`src/rtl/hazard_controller_pkg.sv`:
```
// ==== hazard_controller_pkg: shared encodings for the pipeline hazard controller | Rev 1.0 ====
`default_nettype none

package hazard_controller_pkg;

  localparam int REG_W = 4;
  localparam logic [REG_W-1:0] R_ZERO = '0;

  typedef enum logic [1:0] {
    ST_INIT     = 2'd0,
    ST_RUN      = 2'd1,
    ST_MEM_WAIT = 2'd2,
    ST_ERROR    = 2'd3
  } state_t;

  typedef struct packed {
    logic pc_write;
    logic ifid_write;
    logic idex_write;
    logic exmem_write;
    logic ifid_flush;
    logic idex_bubble;
    logic memwb_bubble;
  } ctrl_t;

  localparam ctrl_t CTRL_NORMAL = 7'b1111_000;
  localparam ctrl_t CTRL_FREEZE = 7'b0000_001;
  localparam ctrl_t CTRL_STALL  = 7'b0011_010;
  localparam ctrl_t CTRL_FLUSH  = 7'b1111_100;
  localparam ctrl_t CTRL_INIT   = 7'b0011_111;

  // r0 is hardwired zero, so a write to it can never create a dependency
  function automatic logic src_match(input logic uses, input logic [REG_W-1:0] src,
                                     input logic [REG_W-1:0] dst);
    return uses && (src != R_ZERO) && (src == dst);
  endfunction

endpackage

`default_nettype wire

```
`src/rtl/hazard_controller_if.sv`:
```
// ==== hazard_controller_if: pipeline-side signals of the hazard controller | Rev 1.0 ====
`default_nettype none

interface hazard_controller_if
  import hazard_controller_pkg::*;
#(
  parameter int CNT_W = 16
);
  logic [REG_W-1:0] id_rs;
  logic [REG_W-1:0] id_rt;
  logic             id_uses_rs;
  logic             id_uses_rt;
  logic             id_is_branch;
  logic             id_branch_taken;
  logic             idex_memread;
  logic [REG_W-1:0] ex_rt_rd;
  logic             exmem_memread;
  logic [REG_W-1:0] exmem_rd;
  logic             dmem_req;
  logic             dmem_ready;

  logic             pc_write;
  logic             ifid_write;
  logic             idex_write;
  logic             exmem_write;
  logic             ifid_flush;
  logic             idex_bubble;
  logic             memwb_bubble;
  logic             mem_error;
  logic [CNT_W-1:0] stall_cnt;
  logic [CNT_W-1:0] flush_cnt;

  modport master (
    output id_rs, id_rt, id_uses_rs, id_uses_rt, id_is_branch, id_branch_taken,
           idex_memread, ex_rt_rd, exmem_memread, exmem_rd, dmem_req, dmem_ready,
    input  pc_write, ifid_write, idex_write, exmem_write, ifid_flush, idex_bubble,
           memwb_bubble, mem_error, stall_cnt, flush_cnt
  );

  modport slave (
    input  id_rs, id_rt, id_uses_rs, id_uses_rt, id_is_branch, id_branch_taken,
           idex_memread, ex_rt_rd, exmem_memread, exmem_rd, dmem_req, dmem_ready,
    output pc_write, ifid_write, idex_write, exmem_write, ifid_flush, idex_bubble,
           memwb_bubble, mem_error, stall_cnt, flush_cnt
  );
endinterface

`default_nettype wire

```
`src/rtl/hazard_sat_counter.sv`:
```
// ==== hazard_sat_counter: enable-driven up counter that sticks at all-ones | Rev 1.0 ====
`default_nettype none

module hazard_sat_counter #(
  parameter int CNT_W = 16
) (
  input  wire logic             clk,
  input  wire logic             rst_n,
  input  wire logic             en,
  output logic      [CNT_W-1:0] count
);

  always_ff @(posedge clk or negedge rst_n) begin
    if (!rst_n) begin
      count <= '0;
    end else if (en && (count != '1)) begin
      count <= count + 1'b1;
    end
  end

endmodule

`default_nettype wire

```
`src/rtl/hazard_controller.sv`:
```
// ==== hazard_controller: stall/freeze/flush sequencing for the 5-stage pipeline | Rev 1.0 ====
`default_nettype none

module hazard_controller
  import hazard_controller_pkg::*;
#(
  parameter int INIT_CYCLES = 4,
  parameter int MEM_TIMEOUT = 16,
  parameter int CNT_W       = 16
) (
  input wire logic       clk,
  input wire logic       rst_n,
  hazard_controller_if.slave bus
);

  localparam int INIT_W = $clog2(INIT_CYCLES + 1);
  localparam int WAIT_W = $clog2(MEM_TIMEOUT + 1);

  state_t            state, state_nxt;
  logic [INIT_W-1:0] init_cnt, init_nxt;
  logic [WAIT_W-1:0] wait_cnt, wait_nxt;
  ctrl_t             ctrl, run_ctrl;
  logic              hazard, stall_en, flush_en;
  logic [CNT_W-1:0]  stall_count, flush_count;

  always_ff @(posedge clk or negedge rst_n) begin
    if (!rst_n) begin
      state    <= ST_INIT;
      init_cnt <= '0;
      wait_cnt <= '0;
    end else begin
      state    <= state_nxt;
      init_cnt <= init_nxt;
      wait_cnt <= wait_nxt;
    end
  end

  always_comb begin
    // Branch-in-ID against a load in EX is covered by the plain load-use term.
    hazard = (bus.idex_memread &&
              (src_match(bus.id_uses_rs, bus.id_rs, bus.ex_rt_rd) ||
               src_match(bus.id_uses_rt, bus.id_rt, bus.ex_rt_rd))) ||
             (bus.id_is_branch && bus.exmem_memread &&
              (src_match(bus.id_uses_rs, bus.id_rs, bus.exmem_rd) ||
               src_match(bus.id_uses_rt, bus.id_rt, bus.exmem_rd)));

    if (hazard)                                    run_ctrl = CTRL_STALL;
    else if (bus.id_is_branch && bus.id_branch_taken) run_ctrl = CTRL_FLUSH;
    else                                           run_ctrl = CTRL_NORMAL;

    ctrl      = CTRL_INIT;
    state_nxt = state;
    init_nxt  = init_cnt;
    wait_nxt  = wait_cnt;

    case (state)
      ST_INIT: begin
        ctrl = CTRL_INIT;
        if (init_cnt == INIT_W'(INIT_CYCLES - 1)) state_nxt = ST_RUN;
        else                                      init_nxt  = init_cnt + 1'b1;
      end
      ST_RUN: begin
        if (bus.dmem_req && !bus.dmem_ready) begin
          ctrl      = CTRL_FREEZE;
          state_nxt = ST_MEM_WAIT;
          wait_nxt  = WAIT_W'(1);
        end else begin
          ctrl = run_ctrl;
        end
      end
      ST_MEM_WAIT: begin
        if (bus.dmem_ready) begin
          ctrl      = run_ctrl;
          state_nxt = ST_RUN;
        end else begin
          ctrl = CTRL_FREEZE;
          if (wait_cnt == WAIT_W'(MEM_TIMEOUT)) state_nxt = ST_ERROR;
          else                                  wait_nxt  = wait_cnt + 1'b1;
        end
      end
      ST_ERROR: ctrl = CTRL_FREEZE;
      default:  state_nxt = ST_INIT;
    endcase

    stall_en = (state != ST_INIT) && ((ctrl == CTRL_STALL) || (ctrl == CTRL_FREEZE));
    flush_en = (ctrl == CTRL_FLUSH);
  end

  hazard_sat_counter #(.CNT_W(CNT_W)) u_stall_cnt (
    .clk   (clk),
    .rst_n (rst_n),
    .en    (stall_en),
    .count (stall_count)
  );

  hazard_sat_counter #(.CNT_W(CNT_W)) u_flush_cnt (
    .clk   (clk),
    .rst_n (rst_n),
    .en    (flush_en),
    .count (flush_count)
  );

  assign bus.pc_write     = ctrl.pc_write;
  assign bus.ifid_write   = ctrl.ifid_write;
  assign bus.idex_write   = ctrl.idex_write;
  assign bus.exmem_write  = ctrl.exmem_write;
  assign bus.ifid_flush   = ctrl.ifid_flush;
  assign bus.idex_bubble  = ctrl.idex_bubble;
  assign bus.memwb_bubble = ctrl.memwb_bubble;
  assign bus.mem_error    = (state == ST_ERROR);
  assign bus.stall_cnt    = stall_count;
  assign bus.flush_cnt    = flush_count;

endmodule

`default_nettype wire

```
`src/flat_wrapper.sv`:
```
// flat-port wrapper written by rule: the top's interface ports become plain ports
module hazard_controller_flat import hazard_controller_pkg::*;
#(
  parameter int INIT_CYCLES = 4,
  parameter int MEM_TIMEOUT = 16,
  parameter int CNT_W       = 16
)
  (clk, rst_n, bus_id_rs, bus_id_rt, bus_id_uses_rs, bus_id_uses_rt, bus_id_is_branch, bus_id_branch_taken, bus_idex_memread, bus_ex_rt_rd, bus_exmem_memread, bus_exmem_rd, bus_dmem_req, bus_dmem_ready, bus_pc_write, bus_ifid_write, bus_idex_write, bus_exmem_write, bus_ifid_flush, bus_idex_bubble, bus_memwb_bubble, bus_mem_error, bus_stall_cnt, bus_flush_cnt);
  hazard_controller_if #(.CNT_W(CNT_W)) bus_i ();
  input wire logic clk;
  input wire logic rst_n;
  input wire logic [$bits(bus_i.id_rs)-1:0] bus_id_rs;
  input wire logic [$bits(bus_i.id_rt)-1:0] bus_id_rt;
  input wire logic [$bits(bus_i.id_uses_rs)-1:0] bus_id_uses_rs;
  input wire logic [$bits(bus_i.id_uses_rt)-1:0] bus_id_uses_rt;
  input wire logic [$bits(bus_i.id_is_branch)-1:0] bus_id_is_branch;
  input wire logic [$bits(bus_i.id_branch_taken)-1:0] bus_id_branch_taken;
  input wire logic [$bits(bus_i.idex_memread)-1:0] bus_idex_memread;
  input wire logic [$bits(bus_i.ex_rt_rd)-1:0] bus_ex_rt_rd;
  input wire logic [$bits(bus_i.exmem_memread)-1:0] bus_exmem_memread;
  input wire logic [$bits(bus_i.exmem_rd)-1:0] bus_exmem_rd;
  input wire logic [$bits(bus_i.dmem_req)-1:0] bus_dmem_req;
  input wire logic [$bits(bus_i.dmem_ready)-1:0] bus_dmem_ready;
  output wire logic [$bits(bus_i.pc_write)-1:0] bus_pc_write;
  output wire logic [$bits(bus_i.ifid_write)-1:0] bus_ifid_write;
  output wire logic [$bits(bus_i.idex_write)-1:0] bus_idex_write;
  output wire logic [$bits(bus_i.exmem_write)-1:0] bus_exmem_write;
  output wire logic [$bits(bus_i.ifid_flush)-1:0] bus_ifid_flush;
  output wire logic [$bits(bus_i.idex_bubble)-1:0] bus_idex_bubble;
  output wire logic [$bits(bus_i.memwb_bubble)-1:0] bus_memwb_bubble;
  output wire logic [$bits(bus_i.mem_error)-1:0] bus_mem_error;
  output wire logic [$bits(bus_i.stall_cnt)-1:0] bus_stall_cnt;
  output wire logic [$bits(bus_i.flush_cnt)-1:0] bus_flush_cnt;
  assign bus_i.id_rs = bus_id_rs;
  assign bus_i.id_rt = bus_id_rt;
  assign bus_i.id_uses_rs = bus_id_uses_rs;
  assign bus_i.id_uses_rt = bus_id_uses_rt;
  assign bus_i.id_is_branch = bus_id_is_branch;
  assign bus_i.id_branch_taken = bus_id_branch_taken;
  assign bus_i.idex_memread = bus_idex_memread;
  assign bus_i.ex_rt_rd = bus_ex_rt_rd;
  assign bus_i.exmem_memread = bus_exmem_memread;
  assign bus_i.exmem_rd = bus_exmem_rd;
  assign bus_i.dmem_req = bus_dmem_req;
  assign bus_i.dmem_ready = bus_dmem_ready;
  assign bus_pc_write = bus_i.pc_write;
  assign bus_ifid_write = bus_i.ifid_write;
  assign bus_idex_write = bus_i.idex_write;
  assign bus_exmem_write = bus_i.exmem_write;
  assign bus_ifid_flush = bus_i.ifid_flush;
  assign bus_idex_bubble = bus_i.idex_bubble;
  assign bus_memwb_bubble = bus_i.memwb_bubble;
  assign bus_mem_error = bus_i.mem_error;
  assign bus_stall_cnt = bus_i.stall_cnt;
  assign bus_flush_cnt = bus_i.flush_cnt;
  hazard_controller #(.INIT_CYCLES(INIT_CYCLES), .MEM_TIMEOUT(MEM_TIMEOUT), .CNT_W(CNT_W)) u_core (.clk(clk), .rst_n(rst_n), .bus(bus_i));
endmodule
```
`config.mk`:
```
export PLATFORM = sky130hd
export DESIGN_NAME = hazard_controller_flat
export DESIGN_NICKNAME = d
export VERILOG_FILES = /design/src/rtl/hazard_controller_pkg.sv /design/src/rtl/hazard_controller_if.sv /design/src/rtl/hazard_sat_counter.sv /design/src/rtl/hazard_controller.sv /design/src/flat_wrapper.sv
export SDC_FILE = /design/constraint.sdc
export NUM_CORES = 1
export LEC_CHECK = 0
export CORE_MARGIN = 2
export CORE_UTILIZATION = 34
export DETAILED_ROUTE_END_ITERATION = 8
export HOLD_SLACK_MARGIN = 0.02
export PLACE_DENSITY_LB_ADDON = 0.05
export SYNTH_ARGS = -nofsm -noshare
export SYNTH_HDL_FRONTEND = slang
export SYNTH_SLANG_ARGS = --single-unit
```
`constraint.sdc`:
```
create_clock -name clk -period 6.9 [get_ports clk]
set_clock_uncertainty 0.15 [all_clocks]
set_input_delay 1.38 -clock clk [delete_from_list [all_inputs] [get_ports clk]]
set_output_delay 1.38 -clock clk [all_outputs]
set_load 0.02 [all_outputs]
```
==> report_table.html, run 1 <==
<table>
<tr><th>Metric</th><th>Value</th></tr>
<tr><th colspan="2">Run status</th></tr>
<tr><td>Run status</td><td>complete, no violations</td></tr>
<tr><th colspan="2">Place</th></tr>
<tr><td>Quantity of I/O buffers inserted on ports</td><td>65</td></tr>
<tr><td>HPWL after detailed placement</td><td>between 4000 and 5000 um</td></tr>
<tr><td>Weighted congestion reported at the end of routability-driven placement</td><td>0.7865</td></tr>
<tr><th colspan="2">Global route</th></tr>
<tr><td>Vias in the first global route</td><td>slightly below 2,000</td></tr>
<tr><td>Global-route wire length before repair</td><td>approximately 9500 um</td></tr>
<tr><td>Overall overflow remaining after global route</td><td>0</td></tr>
<tr><td>Initial antenna violation count</td><td>0</td></tr>
<tr><td>GRT Util Overall</td><td>13.88%</td></tr>
<tr><td>Largest net degree at the start of global routing</td><td>43</td></tr>
<tr><th colspan="2">Clock network</th></tr>
<tr><td>Buffers inserted by post-CTS timing repair</td><td>0</td></tr>
<tr><td>TritonCTS Sinks</td><td>42</td></tr>
<tr><td>Clock slew at reported path FFs</td><td>80 ps</td></tr>
<tr><td>Maximum level of the CTS H-tree</td><td>2</td></tr>
<tr><td>Master cell of the clock root buffer</td><td>sky130_fd_sc_hd__clkbuf_8</td></tr>
<tr><td>Max Root-Sink Buffers</td><td>2</td></tr>
<tr><td>Clock insertion delay at the later pin of the skew report</td><td>a little under 300 ps</td></tr>
<tr><td>TritonCTS Buffers</td><td>5</td></tr>
<tr><td>Number of buffers inserted by hold repair at cts</td><td>0</td></tr>
<tr><td>Post-cts resize count</td><td>0</td></tr>
<tr><td>CTS tree</td><td>built</td></tr>
<tr><th colspan="2">Final layout</th></tr>
<tr><td>Antenna fix cells</td><td>0</td></tr>
<tr><td>Layout Utilization</td><td>46.86%</td></tr>
<tr><td>Commonest cells after routing, fill and taps aside</td><td>sky130_fd_sc_hd__clkdlybuf4s50_1, sky130_fd_sc_hd__dfrtp_1, sky130_fd_sc_hd__xnor2_1, sky130_fd_sc_hd__nand2_1, sky130_fd_sc_hd__xor2_1</td></tr>
<tr><td>Commonest non-fill, non-tap cell in the layout</td><td>sky130_fd_sc_hd__clkdlybuf4s50_1</td></tr>
<tr><td>Post-layout nets</td><td>about 360</td></tr>
<tr><td>Number of filler cells placed in the layout</td><td>735</td></tr>
<tr><td>Ratio of cells with drive above 1 in the final layout</td><td>roughly a tenth</td></tr>
<tr><td>Signed area change from the synthesized netlist to the final layout</td><td>32.44%</td></tr>
<tr><th colspan="2">Synth</th></tr>
<tr><td>Flip-flop and latch count after synthesis</td><td>between 40 and 50</td></tr>
<tr><td>Netlist area before placement</td><td>~2600 um^2</td></tr>
<tr><td>Yosys synthesis warning count</td><td>0</td></tr>
<tr><td>Area share of the leading cell type in the synthesized netlist</td><td>between 40% and 50%</td></tr>
<tr><td>Dominant cells by area after synthesis</td><td>sky130_fd_sc_hd__dfrtp_1, sky130_fd_sc_hd__xnor2_1, sky130_fd_sc_hd__xor2_1</td></tr>
<tr><td>Share of the yosys chip area belonging to registers</td><td>40.74%</td></tr>
<tr><td>Library cell with the largest summed area after synthesis</td><td>sky130_fd_sc_hd__dfrtp_1</td></tr>
<tr><td>Mean Syn Cell Area</td><td>between 10 and 15 um^2</td></tr>
<tr><td>Synth cell types</td><td>between 50 and 60</td></tr>
<tr><td>Syn nets</td><td>292</td></tr>
<tr><td>Synthesized instance count</td><td>between 200 and 300</td></tr>
<tr><th colspan="2">STA</th></tr>
<tr><td>Minimum clock period</td><td>approximately 5000 ps</td></tr>
<tr><td>Final-layout setup total negative slack</td><td>0 ps</td></tr>
<tr><td>Post-route clock period utilization</td><td>72.50%</td></tr>
<tr><td>Worst hold-check slack</td><td>approximately 330 ps</td></tr>
<tr><td>Final Hold Viols</td><td>0</td></tr>
<tr><td>Unrepaired setup endpoints after global routing</td><td>no</td></tr>
<tr><td>Normalized max-slew margin</td><td>between 30% and 40%</td></tr>
<tr><td>Highest clock frequency the design can meet</td><td>around 200 MHz</td></tr>
<tr><td>Setup-violating endpoint count in the final report</td><td>0</td></tr>
<tr><td>Transition time of the tightest slew-check pin</td><td>956.6 ps</td></tr>
<tr><td>Final-report max-slew violation count</td><td>0</td></tr>
<tr><th colspan="2">Route</th></tr>
<tr><td>Post-route DRC</td><td>0</td></tr>
<tr><td>Total met2 wirelength after detailed routing</td><td>around 2400 um</td></tr>
<tr><td>Detailed-route vias per instance</td><td>around 4.8</td></tr>
<tr><td>Antenna-violating nets left</td><td>0</td></tr>
<tr><td>Routed length on met3</td><td>225 um</td></tr>
<tr><td>Iteration-0 DRC count of the detailed router</td><td>56</td></tr>
<tr><td>Highest metal layer with signal wires</td><td>met4</td></tr>
<tr><td>Detailed-routing wirelength on met1</td><td>about 2800 um</td></tr>
<tr><td>Detailed Routing Iterations Pass 1</td><td>4</td></tr>
<tr><td>Wire length per cell</td><td>approximately 13 um</td></tr>
<tr><td>Vias post-DR</td><td>1,995</td></tr>
<tr><td>Final Routed Wirelength</td><td>between 5000 and 6000 um</td></tr>
<tr><th colspan="2">Critical path</th></tr>
<tr><td>Number of buffers and inverters on the critical path</td><td>2</td></tr>
<tr><td>Cell with the most instances on the worst path</td><td>sky130_fd_sc_hd__clkdlybuf4s50_1</td></tr>
<tr><td>Maximum fanout along the worst path</td><td>5</td></tr>
<tr><td>Crit path max-delay family</td><td>buffers and inverters</td></tr>
<tr><td>Worst stage delay on the critical path</td><td>roughly 600 ps</td></tr>
<tr><td>List of cells traversed by the critical path</td><td>clkdlybuf4s50_1, xor2_1, nor4_1, o21ai_2, nand2_2, a21o_1, clkdlybuf4s50_1</td></tr>
<tr><td>Startpoint kind of the worst setup timing path</td><td>input pin</td></tr>
<tr><td>Critical Path RT</td><td>about 5400 ps</td></tr>
<tr><td>Signal arrival time at the worst endpoint</td><td>~3500 ps</td></tr>
<tr><td>Cell with the largest stage delay on the worst path</td><td>sky130_fd_sc_hd__clkdlybuf4s50_1</td></tr>
<tr><td>Type of element capturing the critical path</td><td>output pin</td></tr>
<tr><td>Worst setup path category</td><td>input pin to output pin</td></tr>
<tr><th colspan="2">Die</th></tr>
<tr><td>Die height</td><td>91.11 um</td></tr>
<tr><td>Initial Util</td><td>between 30% and 40%</td></tr>
<tr><td>Core Box Area</td><td>7292 um^2</td></tr>
<tr><td>FP Rows</td><td>31</td></tr>
<tr><td>Ports placed on the boundary</td><td>66</td></tr>
<tr><td>X dimension of the die</td><td>91.11 um</td></tr>
<tr><td>Floorplan die area</td><td>around 8300 um^2</td></tr>
<tr><th colspan="2">Power and ir drop</th></tr>
<tr><td>Power density over the cells</td><td>between 200 and 300 nW/um^2</td></tr>
<tr><td>Static leakage</td><td>1.448 nW</td></tr>
<tr><td>Worst supply voltage drop on vdd</td><td>between 0.15 and 0.2 mV</td></tr>
<tr><th colspan="2">Worst hold path</th></tr>
<tr><td>Path category of the worst min-delay check</td><td>register to register</td></tr>
<tr><th colspan="2">Flow run</th></tr>
<tr><td>Max-capacitance violation count</td><td>0</td></tr>
</table>
-- routing by layer --
layer	global-route usage [%]	vias up
met5	0	-
met1	20.99	928
li1	-	1016
met2	20.12	47
met3	2.905	4
met4	3.409	0
-- final cells by class --
class	instances	area (um^2)	area share (%)
well taps	99	123.9	3.625
flip-flops and latches	42	1051	30.76
repair buffers	65	645.6	18.89
clock buffers	6	82.58	2.417
clock inverters	1	30.03	0.8788
inverters	7	26.28	0.7689
multi-input cells	197	1458	42.66
-- cell families after synthesis --
family,count (synthesis),share of synthesized area [%]
AND/OR/NAND/NOR,105,24.01
XOR/XNOR,44,14.94
flip-flops,42,40.74
AO/OA/AOI/OAI,29,8.778
buffers and inverters,14,2.764
adder cells (fa/ha/maj),13,6.305
multiplexers,6,2.473
-- Yosys cell counts (all sizes together) --
master and count:
clkbuf 1, mux2 3, o2111a 1, xnor2 25, a21o 3, nor2b 1
buf 6, dfrtp 42, or3 1, and4 5, a31oi 1, nand2b 3
a21oi 5, xor2 19, and3 11, nand2 26, or2 1, o22a 1
a22o 2, nor3 4, nor4 5, o21ai 11, nand3b 1, nand4b 1
a41oi 1, o21bai 1, and2 3, o41a 2, inv 7, mux2i 3
nor2 14, nor4bb 1, o31ai 1, nand4 8, ha 13, nand3 20
-- flip-flops by register name (all words and copies together) (netlist names) --
| name | cells |
|---|---|
| u_core.u_flush_cnt.count | 16 |
| u_core.u_stall_cnt.count | 16 |
| u_core.wait_cnt | 5 |
| u_core.init_cnt | 3 |
| u_core.state | 2 |
-- worst min-delay path, cell delays in order (launching register included) --
cell and delay, ps:
sky130_fd_sc_hd__dfrtp_1 350, sky130_fd_sc_hd__nand2_1 50, sky130_fd_sc_hd__o21ai_0 60
-- metrics by stage --
| step | area (um^2) | setup WS (ps) | instances | power [W] |
|---|---|---|---|---|
| final | 3417 | 1898 | 417 | 0.0009376 |
| after global routing | 3417 | 1726 | 417 | 0.001010 |
| after CTS | 3417 | 1860 | 417 | 0.0009560 |
| after detailed placement | 3304 | 1867 | 410 | 0.0007514 |
| after global placement | 3304 | 1880 | 410 | 0.0007500 |
| after floorplan | 2580 | 2798 | 253 | 0.0005878 |
-- power by group --
group / leakage, nW / switching [W] / internal (W)
registers: 0.551 / 0.0000412 / 0.000280
clock network: 0.0573 / 0.0000801 / 0.000116
logic: 0.840 / 0.000239 / 0.000182
total: 1.45 / 0.000360 / 0.000577
-- worst paths after layout --
check / from / to / slack [ps] / cells past startpoint
worst min register to register: u_core.init_cnt[2]$_DFFE_PN0P_ / u_core.init_cnt[2]$_DFFE_PN0P_ / 330 / 2
worst max register to register: u_core.state[0]$_DFFE_PN0P_ / u_core.u_flush_cnt.count[1]$_DFFE_PN0P_ / 4160 / 7
worst max-delay path: bus_id_rs[1] / bus_idex_bubble / 1900 / 7
max in group asynchronous: rst_n / u_core.u_stall_cnt.count[14]$_DFFE_PN0P_ / 4920 / 1
min in group asynchronous: rst_n / u_core.u_stall_cnt.count[7]$_DFFE_PN0P_ / 1090 / 1
worst min-delay path: u_core.init_cnt[2]$_DFFE_PN0P_ / u_core.init_cnt[2]$_DFFE_PN0P_ / 330 / 2
(Power assumes the default switching activity.)
==> inputs of run 2 (changes only) <==
- clock period: 6.9 -> 4.8 ns (I/O delays scaled with it)
==> run 2 against run 1 <==
  * Design area fell by 0.51%
  * Sequential share of layout area grew 0.16 points
  * Combinational power grew 43%
  * Flip-flop and latch count unchanged
  * Cell count grew 0.24%
  * Via count rose by 2.1%
  * Sequential power up 44%
  * Largest cell class unchanged
  * Highest routed layer unchanged
==> report_table.html, run 2 (same netlist as run 1, synthesis figures left out) <==
<table>
<tr><th>Metric</th><th>Value</th></tr>
<tr><th colspan="2">Route</th></tr>
<tr><td>Detailed-route vias per instance</td><td>roughly 4.9</td></tr>
<tr><td>Wire length per cell</td><td>12.85 um</td></tr>
<tr><td>Detailed Routing Iterations Pass 1</td><td>4</td></tr>
<tr><td>Iteration-0 DRC count of the detailed router</td><td>78</td></tr>
<tr><td>Vias post-DR</td><td>around 2,000</td></tr>
<tr><td>Final Routed Wirelength</td><td>approximately 5400 um</td></tr>
<tr><td>Antenna-violating nets left</td><td>0</td></tr>
<tr><td>Post-route DRC</td><td>0</td></tr>
<tr><th colspan="2">Clock network</th></tr>
<tr><td>Maximum level of the CTS H-tree</td><td>2</td></tr>
<tr><td>Post-cts resize count</td><td>0</td></tr>
<tr><td>Clock slew at reported path FFs</td><td>roughly 90 ps</td></tr>
<tr><td>Master cell of the clock root buffer</td><td>sky130_fd_sc_hd__clkbuf_8</td></tr>
<tr><td>TritonCTS Buffers</td><td>5</td></tr>
<tr><td>CTS tree</td><td>built</td></tr>
<tr><td>TritonCTS Sinks</td><td>42</td></tr>
<tr><td>Clock insertion delay at the later pin of the skew report</td><td>290 ps</td></tr>
<tr><td>Buffers inserted by post-CTS timing repair</td><td>0</td></tr>
<tr><td>Number of buffers inserted by hold repair at cts</td><td>0</td></tr>
<tr><td>Max Root-Sink Buffers</td><td>2</td></tr>
<tr><th colspan="2">STA</th></tr>
<tr><td>Highest clock frequency the design can meet</td><td>240.8 MHz</td></tr>
<tr><td>Transition time of the tightest slew-check pin</td><td>about 940 ps</td></tr>
<tr><td>Final-layout setup total negative slack</td><td>0 ps</td></tr>
<tr><td>Unrepaired setup endpoints after global routing</td><td>no</td></tr>
<tr><td>Final-report max-slew violation count</td><td>0</td></tr>
<tr><td>Setup-violating endpoint count in the final report</td><td>0</td></tr>
<tr><td>Final Hold Viols</td><td>0</td></tr>
<tr><td>Minimum clock period</td><td>roughly 4200 ps</td></tr>
<tr><td>Normalized max-slew margin</td><td>between 30% and 40%</td></tr>
<tr><td>Post-route clock period utilization</td><td>86.53%</td></tr>
<tr><th colspan="2">Place</th></tr>
<tr><td>Area after DPL</td><td>3304 um^2</td></tr>
<tr><td>Quantity of I/O buffers inserted on ports</td><td>65</td></tr>
<tr><td>Weighted congestion reported at the end of routability-driven placement</td><td>between 0.7 and 0.8</td></tr>
<tr><td>HPWL after detailed placement</td><td>4155 um</td></tr>
<tr><th colspan="2">Global route</th></tr>
<tr><td>Global-route wire length before repair</td><td>approximately 9600 um</td></tr>
<tr><td>Vias in the first global route</td><td>approximately 2,000</td></tr>
<tr><td>Overall overflow remaining after global route</td><td>0</td></tr>
<tr><td>Largest net degree at the start of global routing</td><td>43</td></tr>
<tr><td>Initial antenna violation count</td><td>0</td></tr>
<tr><td>GRT Util Overall</td><td>13.98%</td></tr>
<tr><th colspan="2">Power and ir drop</th></tr>
<tr><td>Power share of the sequential group</td><td>a little over a third</td></tr>
<tr><td>Combinational Power Share</td><td>a little under half</td></tr>
<tr><td>Net switching fraction of the power</td><td>approximately two fifths</td></tr>
<tr><td>Static leakage</td><td>1.438 nW</td></tr>
<tr><td>Power density over the cells</td><td>approximately 380 nW/um^2</td></tr>
<tr><td>Internal Dissipation</td><td>between 0.0007 and 0.0008 W</td></tr>
<tr><td>NetSw</td><td>between 0.0005 and 0.0006 W</td></tr>
<tr><td>Worst supply voltage drop on vdd</td><td>~0.26 mV</td></tr>
<tr><td>Share of power burned in the clock network</td><td>a little under a fifth</td></tr>
<tr><th colspan="2">Final layout</th></tr>
<tr><td>Number of filler cells placed in the layout</td><td>about 720</td></tr>
<tr><td>Post-layout nets</td><td>357</td></tr>
<tr><td>Fin area</td><td>between 3000 and 4000 um^2</td></tr>
<tr><td>Commonest cells after routing, fill and taps aside</td><td>sky130_fd_sc_hd__clkdlybuf4s50_1, sky130_fd_sc_hd__dfrtp_1, sky130_fd_sc_hd__xnor2_1, sky130_fd_sc_hd__nand2_1, sky130_fd_sc_hd__xor2_1</td></tr>
<tr><td>Ratio of cells with drive above 1 in the final layout</td><td>between 10% and 20%</td></tr>
<tr><td>Multi-input gate area</td><td>approximately 1500 um^2</td></tr>
<tr><td>Flip-flop and latch area</td><td>~1100 um^2</td></tr>
<tr><td>Antenna fix cells</td><td>0</td></tr>
<tr><td>Commonest non-fill, non-tap cell in the layout</td><td>sky130_fd_sc_hd__clkdlybuf4s50_1</td></tr>
<tr><td>Signed area change from the synthesized netlist to the final layout</td><td>31.77%</td></tr>
<tr><td>Registers with the highest flip-flop counts</td><td>u_core.u_flush_cnt.count x16, u_core.u_stall_cnt.count x16, u_core.wait_cnt x5</td></tr>
<tr><th colspan="2">Die</th></tr>
<tr><td>Floorplan die area</td><td>around 8300 um^2</td></tr>
<tr><td>X dimension of the die</td><td>91.11 um</td></tr>
<tr><td>Core Box Area</td><td>7292 um^2</td></tr>
<tr><td>FP Rows</td><td>31</td></tr>
<tr><td>Ports placed on the boundary</td><td>66</td></tr>
<tr><td>Initial Util</td><td>between 30% and 40%</td></tr>
<tr><td>Die height</td><td>91.11 um</td></tr>
<tr><th colspan="2">Worst hold path</th></tr>
<tr><td>Path category of the worst min-delay check</td><td>register to register</td></tr>
<tr><td>Endpoint with the worst hold slack</td><td>u_core.init_cnt[0]$_DFFE_PN0P_</td></tr>
<tr><td>Worst Hold Path Cells</td><td>1</td></tr>
<tr><td>Launch instance of the worst min-delay path</td><td>u_core.init_cnt[0]$_DFFE_PN0P_</td></tr>
<tr><th colspan="2">Critical path</th></tr>
<tr><td>Reg2reg path depth</td><td>7</td></tr>
<tr><td>Signal arrival time at the worst endpoint</td><td>around 3000 ps</td></tr>
<tr><td>Capturing point of the worst reg2reg path</td><td>u_core.u_flush_cnt.count[1]$_DFFE_PN0P_</td></tr>
<tr><td>Worst flop-to-flop path startpoint</td><td>u_core.state[0]$_DFFE_PN0P_</td></tr>
<tr><td>Maximum fanout along the worst path</td><td>5</td></tr>
<tr><td>Startpoint kind of the worst setup timing path</td><td>input pin</td></tr>
<tr><td>Worst setup path category</td><td>input pin to output pin</td></tr>
<tr><td>Type of element capturing the critical path</td><td>output pin</td></tr>
<tr><td>Critical Path RT</td><td>around 3700 ps</td></tr>
<tr><td>Minimum setup slack among reg-to-reg paths</td><td>between 2000 and 2500 ps</td></tr>
<tr><th colspan="2">Flow run</th></tr>
<tr><td>Max-capacitance violation count</td><td>0</td></tr>
<tr><th colspan="2">Run status</th></tr>
<tr><td>Run status</td><td>complete, no violations</td></tr>
</table>
run 2: cell count changes in the layout (fill, tap and decap cells not counted):
cell,before,now
sky130_fd_sc_hd__bufinv_16,1,0
sky130_fd_sc_hd__clkinv_2,0,1
sky130_fd_sc_hd__clkinvlp_4,0,1
run 2: worst max-delay path by stage:
| stage | to | start | cells past startpoint | slack [ps] |
|---|---|---|---|---|
| after floorplan | bus_pc_write | bus_id_rs[1] | 5 | 1540 |
| after global placement | bus_idex_bubble | bus_id_rt[3] | 8 | 620 |
| after detailed placement | bus_idex_bubble | bus_id_rs[1] | 7 | 630 |
| after CTS | bus_idex_bubble | bus_id_rs[1] | 7 | 620 |
| after global routing | bus_idex_bubble | bus_id_rt[3] | 8 | 480 |
| final | bus_idex_bubble | bus_id_rs[1] | 7 | 650 |
run 2: power groups by stage:
stage	clock, W	sequential, W	combinational [W]
3_3_place_gp	0	0.000469	0.000609
2_1_floorplan	0	0.000499	0.000346
3_5_place_dp	0	0.000469	0.000612
6_report	0.000237	0.000461	0.000604
4_1_cts	0.000249	0.000463	0.000615
5_1_grt	0.000263	0.000475	0.000670
run 2: layer usage:
layer	global-route usage (%)	up-vias	routed length, um
met2	20.93	57	2373
li1	-	1019	-
met5	0	-	0
met1	20.39	956	2665
met3	3.237	4	281
met4	3.409	0	53
run 2: per-stage QoR:
stage               total power (W)  std cells  setup WS (ps)  hold WS (ps)  utilization (%)
global placement           0.001078        410          617.5         311.1            45.32
finish                     0.001303        418          646.7         336.9            46.62
floorplan                 0.0008450        253           1538         299.8                -
global route               0.001407        418          480.5         365.2            46.62
detailed placement         0.001080        410          631.7         324.6            45.32
CTS                        0.001327        418          621.4         341.0            46.62
run 2: critical path, stage by stage:
cell and delay [ps]:
sky130_fd_sc_hd__clkdlybuf4s50_1 480, sky130_fd_sc_hd__xor2_1 190, sky130_fd_sc_hd__nor4_1 380, sky130_fd_sc_hd__o21ai_2 130
sky130_fd_sc_hd__nand2_2 170, sky130_fd_sc_hd__a21o_1 130, sky130_fd_sc_hd__clkdlybuf4s50_1 600
run 2: area by class of cell:
type | instances | share of cell area (%)
multi-input combinational | 197 | 42.88
sequential | 42 | 30.92
timing repair buffer | 65 | 18.99
tap | 99 | 3.644
clock buffer | 6 | 2.429
inverter | 7 | 0.7729
clock inverter | 2 | 0.3681
==> inputs of run 3 (changes only) <==
- CORE_MARGIN: 2 -> unset
- PLACE_DENSITY: unset -> 0.62
- PLACE_DENSITY_LB_ADDON: 0.05 -> unset
==> run 3 against run 2 <==
  * Die area decreased by 4.3%
  * Via count decreased by 0.59%
  * Critical path type unchanged
  * Highest routed layer unchanged
  * Global-route usage increased by 0.52 points
==> report_table.html, run 3 (same netlist as run 1, synthesis figures left out) <==
<table>
<tr><th>Metric</th><th>Value</th></tr>
<tr><th colspan="2">Run status</th></tr>
<tr><td>Run status</td><td>complete, no violations</td></tr>
<tr><th colspan="2">STA</th></tr>
<tr><td>Transition time of the tightest slew-check pin</td><td>between 900 and 1000 ps</td></tr>
<tr><td>Minimum clock period</td><td>approximately 4100 ps</td></tr>
<tr><td>Setup-violating endpoint count in the final report</td><td>0</td></tr>
<tr><td>Final-layout setup total negative slack</td><td>0 ps</td></tr>
<tr><td>Post-route clock period utilization</td><td>86.39%</td></tr>
<tr><td>Final-report max-slew violation count</td><td>0</td></tr>
<tr><td>Unrepaired setup endpoints after global routing</td><td>no</td></tr>
<tr><td>Final Hold Viols</td><td>0</td></tr>
<tr><td>Normalized max-slew margin</td><td>36.81%</td></tr>
<tr><td>Slack of the critical path</td><td>roughly 650 ps</td></tr>
<tr><td>Worst hold-check slack</td><td>roughly 330 ps</td></tr>
<tr><td>Highest clock frequency the design can meet</td><td>241.2 MHz</td></tr>
<tr><th colspan="2">Clock network</th></tr>
<tr><td>TritonCTS Sinks</td><td>42</td></tr>
<tr><td>Post-cts resize count</td><td>0</td></tr>
<tr><td>Buffers inserted by post-CTS timing repair</td><td>0</td></tr>
<tr><td>CTS tree</td><td>built</td></tr>
<tr><td>Number of buffers inserted by hold repair at cts</td><td>0</td></tr>
<tr><td>Clock slew at reported path FFs</td><td>approximately 80 ps</td></tr>
<tr><td>Max Root-Sink Buffers</td><td>2</td></tr>
<tr><td>Master cell of the clock root buffer</td><td>sky130_fd_sc_hd__clkbuf_8</td></tr>
<tr><td>TritonCTS Buffers</td><td>5</td></tr>
<tr><td>Maximum level of the CTS H-tree</td><td>2</td></tr>
<tr><td>Clock insertion delay at the later pin of the skew report</td><td>approximately 290 ps</td></tr>
<tr><th colspan="2">Final layout</th></tr>
<tr><td>Post-layout nets</td><td>357</td></tr>
<tr><td>Registers with the highest flip-flop counts</td><td>u_core.u_flush_cnt.count x16, u_core.u_stall_cnt.count x16, u_core.wait_cnt x5</td></tr>
<tr><td>Commonest cells after routing, fill and taps aside</td><td>sky130_fd_sc_hd__clkdlybuf4s50_1, sky130_fd_sc_hd__dfrtp_1, sky130_fd_sc_hd__xnor2_1, sky130_fd_sc_hd__nand2_1, sky130_fd_sc_hd__xor2_1</td></tr>
<tr><td>Signed area change from the synthesized netlist to the final layout</td><td>32.20%</td></tr>
<tr><td>Commonest non-fill, non-tap cell in the layout</td><td>sky130_fd_sc_hd__clkdlybuf4s50_1</td></tr>
<tr><td>Antenna fix cells</td><td>0</td></tr>
<tr><td>Ratio of cells with drive above 1 in the final layout</td><td>under 10%</td></tr>
<tr><td>Number of filler cells placed in the layout</td><td>roughly 720</td></tr>
<tr><th colspan="2">Critical path</th></tr>
<tr><td>Maximum fanout along the worst path</td><td>5</td></tr>
<tr><td>Type of element capturing the critical path</td><td>output pin</td></tr>
<tr><td>Startpoint kind of the worst setup timing path</td><td>input pin</td></tr>
<tr><td>Signal arrival time at the worst endpoint</td><td>about 3000 ps</td></tr>
<tr><td>Critical Path RT</td><td>between 3000 and 4000 ps</td></tr>
<tr><td>Number of buffers and inverters on the critical path</td><td>2</td></tr>
<tr><td>Worst flop-to-flop path startpoint</td><td>u_core.state[0]$_DFFE_PN0P_</td></tr>
<tr><td>Start point of the critical path</td><td>bus_id_rt[2]</td></tr>
<tr><td>Worst stage delay on the critical path</td><td>around 600 ps</td></tr>
<tr><td>Cell with the largest stage delay on the worst path</td><td>sky130_fd_sc_hd__clkdlybuf4s50_1</td></tr>
<tr><td>Cell with the most instances on the worst path</td><td>sky130_fd_sc_hd__clkdlybuf4s50_1</td></tr>
<tr><td>List of cells traversed by the critical path</td><td>clkdlybuf4s50_1, xnor2_1, nand3_1, nor4_1, o21ai_2, nand2_2, a21o_1, clkdlybuf4s50_1</td></tr>
<tr><td>Critical path endpoint</td><td>bus_idex_bubble</td></tr>
<tr><td>Capturing point of the worst reg2reg path</td><td>u_core.u_flush_cnt.count[1]$_DFFE_PN0P_</td></tr>
<tr><td>Logic depth of the worst path, buffers included</td><td>8</td></tr>
<tr><td>Reg2reg path depth</td><td>7</td></tr>
<tr><td>Minimum setup slack among reg-to-reg paths</td><td>~2200 ps</td></tr>
<tr><td>Worst setup path category</td><td>input pin to output pin</td></tr>
<tr><td>Crit path max-delay family</td><td>buffers and inverters</td></tr>
<tr><th colspan="2">Die</th></tr>
<tr><td>Initial Util</td><td>a little over a third</td></tr>
<tr><td>X dimension of the die</td><td>slightly below 90 um</td></tr>
<tr><td>Ports placed on the boundary</td><td>66</td></tr>
<tr><td>Floorplan die area</td><td>about 7900 um^2</td></tr>
<tr><td>FP Rows</td><td>31</td></tr>
<tr><td>Core Box Area</td><td>roughly 7300 um^2</td></tr>
<tr><td>Die height</td><td>between 80 and 90 um</td></tr>
<tr><th colspan="2">Place</th></tr>
<tr><td>Placement-stage worst setup slack</td><td>between 600 and 700 ps</td></tr>
<tr><td>Quantity of I/O buffers inserted on ports</td><td>65</td></tr>
<tr><td>Weighted congestion reported at the end of routability-driven placement</td><td>approximately 0.8</td></tr>
<tr><td>HPWL after detailed placement</td><td>between 4000 and 5000 um</td></tr>
<tr><th colspan="2">Power and ir drop</th></tr>
<tr><td>Pwr Total</td><td>around 0.0013 W</td></tr>
<tr><td>Power share of the sequential group</td><td>roughly a third</td></tr>
<tr><td>Share of power burned in the clock network</td><td>~20%</td></tr>
<tr><td>Worst supply voltage drop on vdd</td><td>0.1832 mV</td></tr>
<tr><td>Net switching fraction of the power</td><td>38.92%</td></tr>
<tr><td>Power density over the cells</td><td>approximately 400 nW/um^2</td></tr>
<tr><td>Internal Dissipation</td><td>around 0.0008 W</td></tr>
<tr><td>NetSw</td><td>approximately 0.00052 W</td></tr>
<tr><td>Static leakage</td><td>approximately 1.4 nW</td></tr>
<tr><td>Combinational Power Share</td><td>roughly 45%</td></tr>
<tr><th colspan="2">Route</th></tr>
<tr><td>Total met2 wirelength after detailed routing</td><td>~2400 um</td></tr>
<tr><td>Iteration-0 DRC count of the detailed router</td><td>66</td></tr>
<tr><td>Antenna-violating nets left</td><td>0</td></tr>
<tr><td>Final Routed Wirelength</td><td>between 5000 and 6000 um</td></tr>
<tr><td>Vias post-DR</td><td>a little over 2,000</td></tr>
<tr><td>Wire length per cell</td><td>12.90 um</td></tr>
<tr><td>Detailed-routing wirelength on met1</td><td>between 2000 and 3000 um</td></tr>
<tr><td>Routed length on met3</td><td>258 um</td></tr>
<tr><td>Post-route DRC</td><td>0</td></tr>
<tr><td>Highest metal layer with signal wires</td><td>met4</td></tr>
<tr><td>Detailed Routing Iterations Pass 1</td><td>4</td></tr>
<tr><td>Detailed-route vias per instance</td><td>just under 5</td></tr>
<tr><th colspan="2">Global route</th></tr>
<tr><td>Overall overflow remaining after global route</td><td>0</td></tr>
<tr><td>Global-route wire length before repair</td><td>between 8000 and 9000 um</td></tr>
<tr><td>Initial antenna violation count</td><td>0</td></tr>
<tr><td>GRT Util Overall</td><td>approximately 14%</td></tr>
<tr><td>Vias in the first global route</td><td>between 1,500 and 2,000</td></tr>
<tr><td>Largest net degree at the start of global routing</td><td>43</td></tr>
<tr><th colspan="2">Worst hold path</th></tr>
<tr><td>Path category of the worst min-delay check</td><td>register to register</td></tr>
<tr><td>Worst Hold Path Cells</td><td>2</td></tr>
<tr><th colspan="2">Flow run</th></tr>
<tr><td>Max-capacitance violation count</td><td>0</td></tr>
</table>
==> run 3: cell count changes in the layout (fill, tap and decap cells not counted) <==
cell | previous run | this run
sky130_fd_sc_hd__clkinvlp_4 | 1 | 0
sky130_fd_sc_hd__clkinv_2 | 1 | 0
sky130_fd_sc_hd__clkbuf_8 | 6 | 5
sky130_fd_sc_hd__clkbuf_1 | 0 | 2
sky130_fd_sc_hd__bufinv_16 | 0 | 1
==> run 3: final cells by class <==
cell class	count	area, um^2	share of cell area (%)
clock buffers	7	76.32	2.238
clock inverters	1	30.03	0.8804
inverters	7	26.28	0.7704
multi-input cells	197	1458	42.74
flip-flops and latches	42	1051	30.81
well taps	99	123.9	3.632
repair buffers	65	645.6	18.93
==> run 3: power groups by stage <==
| stage | Clock [W] | Sequential (W) | Combinational, W |
|---|---|---|---|
| after CTS | 0.000282 | 0.000461 | 0.000612 |
| final | 0.000274 | 0.000461 | 0.000605 |
| after floorplan | 0 | 0.000499 | 0.000346 |
| after detailed placement | 0 | 0.000468 | 0.000610 |
| after global placement | 0 | 0.000467 | 0.000607 |
| after global routing | 0.000297 | 0.000470 | 0.000670 |
==> run 3: layer usage <==
metal	up-vias	global-route usage [%]
li1	1019	-
met1	945	19.70
met2	54	22.62
met3	6	3.232
met4	0	5.339
met5	-	0
==> run 3: per-stage QoR <==
step / area [um^2] / util [%] / cells
after global placement: 3304 / 45.32 / 410
after detailed placement: 3304 / 45.32 / 410
after floorplan: 2580 / - / 253
after CTS: 3411 / 46.77 / 418
after global routing: 3411 / 46.77 / 418
final: 3411 / 46.77 / 418
==> run 3: worst min path at each step <==
stage                                   startpoint  slack [ps]                        endpoint
global route        u_core.init_cnt[2]$_DFFE_PN0P_         360  u_core.init_cnt[2]$_DFFE_PN0P_
finish              u_core.init_cnt[2]$_DFFE_PN0P_         330  u_core.init_cnt[2]$_DFFE_PN0P_
detailed placement  u_core.init_cnt[2]$_DFFE_PN0P_         320  u_core.init_cnt[2]$_DFFE_PN0P_
global placement    u_core.init_cnt[2]$_DFFE_PN0P_         310  u_core.init_cnt[2]$_DFFE_PN0P_
floorplan           u_core.init_cnt[2]$_DFFE_PN0P_         300  u_core.init_cnt[2]$_DFFE_PN0P_
CTS                 u_core.init_cnt[0]$_DFFE_PN0P_         340  u_core.init_cnt[0]$_DFFE_PN0P_
==> run 3: worst reg2reg max path: stages, from the launching register on <==
cell and delay (ps):
sky130_fd_sc_hd__dfrtp_1 450, sky130_fd_sc_hd__inv_1 130, sky130_fd_sc_hd__ha_1 370, sky130_fd_sc_hd__nor2_1 160, sky130_fd_sc_hd__nor3_2 430, sky130_fd_sc_hd__nand3_2 150
sky130_fd_sc_hd__nor2_4 320, sky130_fd_sc_hd__mux2_2 380
